**src/rtl/dmem_arbiter.sv**
```systemverilog
// Two-master arbiter for the single-port data RAM: the core (port 0) has fixed priority and
// a bounded-wait counter forces a grant to the secondary master (port 1).
module dmem_arbiter #(
  parameter int unsigned ADDR_W   = 10,
  parameter int unsigned DATA_W   = 32,
  parameter int unsigned MAX_WAIT = 4,
  parameter int unsigned CNT_W    = 16
) (
  input  logic              CLK,
  input  logic              RST,
  input  logic              req0,
  input  logic              we0,
  input  logic [ADDR_W-1:0] addr0,
  input  logic [DATA_W-1:0] wdata0,
  output logic              gnt0,
  output logic              rvalid0,
  output logic [DATA_W-1:0] rdata0,
  output logic              stall0,
  input  logic              req1,
  input  logic              we1,
  input  logic [ADDR_W-1:0] addr1,
  input  logic [DATA_W-1:0] wdata1,
  output logic              gnt1,
  output logic              rvalid1,
  output logic [DATA_W-1:0] rdata1,
  output logic              mem_we,
  output logic              mem_re,
  output logic [ADDR_W-1:0] mem_addr,
  output logic [DATA_W-1:0] mem_wdata,
  input  logic [DATA_W-1:0] mem_rdata,
  output logic [CNT_W-1:0]  conflict_cnt
);

  localparam int unsigned WaitW = (MAX_WAIT > 0) ? $clog2(MAX_WAIT + 1) : 1;
  localparam logic [WaitW-1:0] WaitMax = WaitW'(MAX_WAIT);
  localparam logic [CNT_W-1:0] CntMax  = '1;

  logic [WaitW-1:0] wait_q, wait_d;
  logic             rd_pending_q, rd_pending_d;
  logic             rd_owner_q, rd_owner_d;
  logic [CNT_W-1:0] conflict_q, conflict_d;
  logic             force1;

  // Grants are masked by RST so nothing reaches the RAM while reset is held.
  always_comb begin
    force1 = req1 && (wait_q >= WaitMax);
    gnt1   = ~RST & req1 & (~req0 | force1);
    gnt0   = ~RST & req0 & ~gnt1;
    stall0 = ~RST & req0 & ~gnt0;

    mem_we    = (gnt0 & we0) | (gnt1 & we1);
    mem_re    = (gnt0 & ~we0) | (gnt1 & ~we1);
    mem_addr  = '0;
    mem_wdata = '0;
    if (gnt1) begin
      mem_addr  = addr1;
      mem_wdata = wdata1;
    end else if (gnt0) begin
      mem_addr  = addr0;
      mem_wdata = wdata0;
    end

    rd_pending_d = mem_re;
    rd_owner_d   = mem_re ? gnt1 : rd_owner_q;

    wait_d = wait_q;
    if (!req1 || gnt1) begin
      wait_d = '0;
    end else if (wait_q < WaitMax) begin
      wait_d = wait_q + WaitW'(1);
    end

    conflict_d = conflict_q;
    if (req0 && req1 && (conflict_q != CntMax)) begin
      conflict_d = conflict_q + CNT_W'(1);
    end

    rvalid0 = rd_pending_q & ~rd_owner_q;
    rvalid1 = rd_pending_q & rd_owner_q;
    rdata0  = rvalid0 ? mem_rdata : '0;
    rdata1  = rvalid1 ? mem_rdata : '0;

    conflict_cnt = conflict_q;
  end

  always_ff @(posedge CLK or posedge RST) begin
    if (RST) begin
      wait_q       <= '0;
      rd_pending_q <= 1'b0;
      rd_owner_q   <= 1'b0;
      conflict_q   <= '0;
    end else begin
      wait_q       <= wait_d;
      rd_pending_q <= rd_pending_d;
      rd_owner_q   <= rd_owner_d;
      conflict_q   <= conflict_d;
    end
  end

endmodule

```
**config.mk**
```make
export PLATFORM = sky130hd
export DESIGN_NAME = dmem_arbiter
export DESIGN_NICKNAME = d
export VERILOG_FILES = /design/src/rtl/dmem_arbiter.sv
export SDC_FILE = /design/constraint.sdc
export NUM_CORES = 1
export LEC_CHECK = 0
export CORE_AREA = 2 2 98 100
export DETAILED_ROUTE_END_ITERATION = 10
export DIE_AREA = 0 0 100 102
export GPL_TIMING_DRIVEN = 0
export PLACE_DENSITY = 0.8
export SLEW_MARGIN = 20
export SYNTH_ARGS = -nofsm -noshare
export SYNTH_HDL_FRONTEND = slang
export SYNTH_SLANG_ARGS = --single-unit
```
**constraint.sdc**
```tcl
create_clock -name CLK -period 2.98 [get_ports CLK]
set_input_delay 0.596 -clock CLK [delete_from_list [all_inputs] [get_ports CLK]]
set_output_delay 0.596 -clock CLK [all_outputs]
set_load 0.05 [all_outputs]
```
==> results of run 1 <==
[timing repair]
item,CTS,global route
pin swaps,0,0
cloned,1,0
setup buffers,2,1
resized for setup,229,23
endpoints found under the setup margin,59,61
[cells by family after synthesis]
kind of cell / share of synthesized area [%]
AND/OR/NAND/NOR: 34.77
AO/OA/AOI/OAI: 25.00
buffers and inverters: 4.255
flip-flops: 27.93
XOR/XNOR: 4.189
multiplexers: 2.526
adder cells (fa/ha/maj): 1.330
[critical path: stages]
cell and delay [ns]:
clkdlybuf4s50_1 0.56, nand2_1 0.08, nand3_1 0.14, clkinv_2 0.16, clkbuf_2 0.23, a22o_1 0.21
buf_2 0.22
[cells in the mapped netlist, types with 2 or more instances]
library cell | n | area [sq um]
a22o_1 | 43 | 376.6
and3_1 | 35 | 219.0
and2_1 | 34 | 212.7
dfrtp_1 | 21 | 525.5
clkbuf_1 | 16 | 60.06
nand2_1 | 10 | 37.54
nor2_1 | 7 | 26.28
xor2_1 | 7 | 61.31
nand3_1 | 5 | 25.02
nor3_1 | 4 | 20.02
o21ai_0 | 4 | 20.02
a21oi_1 | 3 | 15.01
nand4_1 | 3 | 18.77
a31oi_1 | 2 | 12.51
ha_1 | 2 | 25.02
inv_1 | 2 | 7.510
mux2_2 | 2 | 22.52
nand2b_1 | 2 | 12.51
or3_1 | 2 | 12.51
xnor2_1 | 2 | 17.52
[sequential cells by signal, indices dropped and copies added, names as in the netlist]
register and count:
conflict_cnt 16, wait_q 3, rd_owner_q 1, rd_pending_q 1
[where the power goes]
part / internal [mW] / total, mW / switching (mW)
Combinational: 0.402 / 1.04 / 0.641
Sequential: 0.338 / 0.412 / 0.0734
Clock: 0.0953 / 0.187 / 0.0919
Total: 0.836 / 1.64 / 0.806
[path summary, 6_finish.rpt]
kind | to | slack [ns] | depth (start not counted)
worst max register to register | conflict_cnt[1]$_DFFE_PP0P_ | 1.13 | 5
min in group CLK | conflict_cnt[15]$_DFFE_PP0P_ | 0.52 | 1
worst min-delay path | conflict_cnt[5]$_DFFE_PP0P_ | 0.45 | 2
worst min register to register | conflict_cnt[15]$_DFFE_PP0P_ | 0.52 | 1
worst max-delay path | mem_wdata[30] | 0.18 | 7
max in group asynchronous | conflict_cnt[12]$_DFFE_PP0P_ | 2.24 | 2
[metrics by stage]
step           area, sq um  total power [mW]  std cells  util [%]
2_1_floorplan         1883             1.022        224         -
3_3_place_gp          4524             1.482        585     49.67
3_5_place_dp          4524             1.500        585     49.67
4_1_cts               4389             1.651        592     48.19
5_1_grt               4446             1.719        593     48.80
6_report              4446             1.642        593     48.80
[per-layer routing]
metal / part of all wire [%] / up-vias
met3: 7.8 / 21
met4: 2.2 / 0
li1: - / 1351
met1: 41 / 1295
met5: 0 / -
met2: 49 / 161
[cell type report]
cell class / count / area, sq um
Timing Repair Buffer: 253 / 2356
Clock buffer: 4 / 45.04
Sequential cell: 21 / 525.5
Inverter: 4 / 20.02
Multi-Input combinational cell: 182 / 1281
Timing Repair inverter: 1 / 5.005
Buffer: 17 / 73.82
Fill cell: 878 / 4663
Tap cell: 111 / 138.9
==> metrics.yaml, run 1 <==
run_status:
  outcome: "finished, final reports clean"
global_route:
  grt-busiest-layer: "met2"
  grt_first_pass_wirelength_um: 14840
  gr-total-overflow: 0
  antenna_found_initial: 0
  grt.total_usage_pct: 18.44
  grtUsageMet2_pct: 32.28
  grt_pass1_vias: 2776
  use_met1_pct: 23.06
  grt_use_met3_pct: 4.309
  grt_max_degree: 13
placed_design:
  post-place-ws_ns: -1.238
  hpwlAfterDp_um: 8814
  io_buffers: 250
  gp_congestion: 0.9064
cts:
  cts-root-buf: "clkbuf_8"
  cts_tree: "built"
  ctsHoldBuffers: 0
  path_clk_slew_ns: 0.07
  cts.sinks: 21
  insertion_delay_ns: 0.26
  cts_buffers: 3
  htreeDepth: 1
  clock_path_buffers: 2
detailed_routing:
  via_count: 2828
  first_pass_iters: 4
  ant_nets: 0
  drtIter0Drc: 87
  post_drt_wl_per_cell_um: 17.76
  postRouteWirelength_um: 10530
  vias_per_cell: 4.769
  route.detailed.drc: 0
logic_synthesis:
  async_reset_ff_share_pct: 100.0
  yosysSeqAreaShare_pct: 27.93
  synth-edff-count: 0
  synth_flop_cell: "dfrtp_1"
  syn_inst: 224
  ys_types: 38
  ys_seq_elements: 21
  synth_warnings: 0
  synth_nets: 348
  syn_area_sq_um: 1882
  synth.avg_cell_area_sq_um: 8.401
setup_path:
  crit_arrival_ns: 2.20
  critPathKind: "in2out"
  critPathMaxFanout: 10
  cp-end-kind: "primary output"
  reg2reg_from: "conflict_cnt[0]$_DFFE_PP0P_"
  cp_data_required_time_ns: 2.38
  crit_start: "req1"
  start_kind: "input pin"
power:
  power.leakage_nw: 2.409
  p_per_area_nw_per_um2: 369.3
  ir_worst_vdd_v: 0.0005100
floorplanning:
  dieArea_sq_um: 10200
  initial_core_util_pct: 20.66
  die_w_um: 100
  rows: 35
  pin_count: 251
  core_sq_um: 9109
  die-height_um: 102
final_layout:
  final_cell_mix: "172 x clkdlybuf4s50_1, 43 x a22o_1, 41 x buf_2"
  final_common_cell: "clkdlybuf4s50_1"
  diodes: 0
  drive_gt1_share_pct: 14.32
  nets: 607
  syn2layout_area_growth_pct: 136.2
sta:
  setup_violations: 0
  timing.fmax_mhz: 357.8
  final-hold-violation-count: 0
  fin_crit_sh_pct: 93.80
  skew_ns: 0.001196
  min_period_ns: 2.795
  tns_ns: 0
  slew_violations: 0
  holdWs_ns: 0.4467
  worst_slack_ns: 0.1848
  worst_pin_slew_ns: 0.5497
  relSlewSlack_pct: 63.24
  rsz0062_at_grt: "no"
run:
  cap_violations: 0
worst_hold_path:
  min_path_type: "in2async"
Note: power is estimated with default switching activity, not from simulation.
==> run 2, diff against run 1 <==
Settings changed: CAP_MARGIN set to 20.
==> results of run 2 <==
No change in the layout: final DEF, timing and power equal those of run 1.
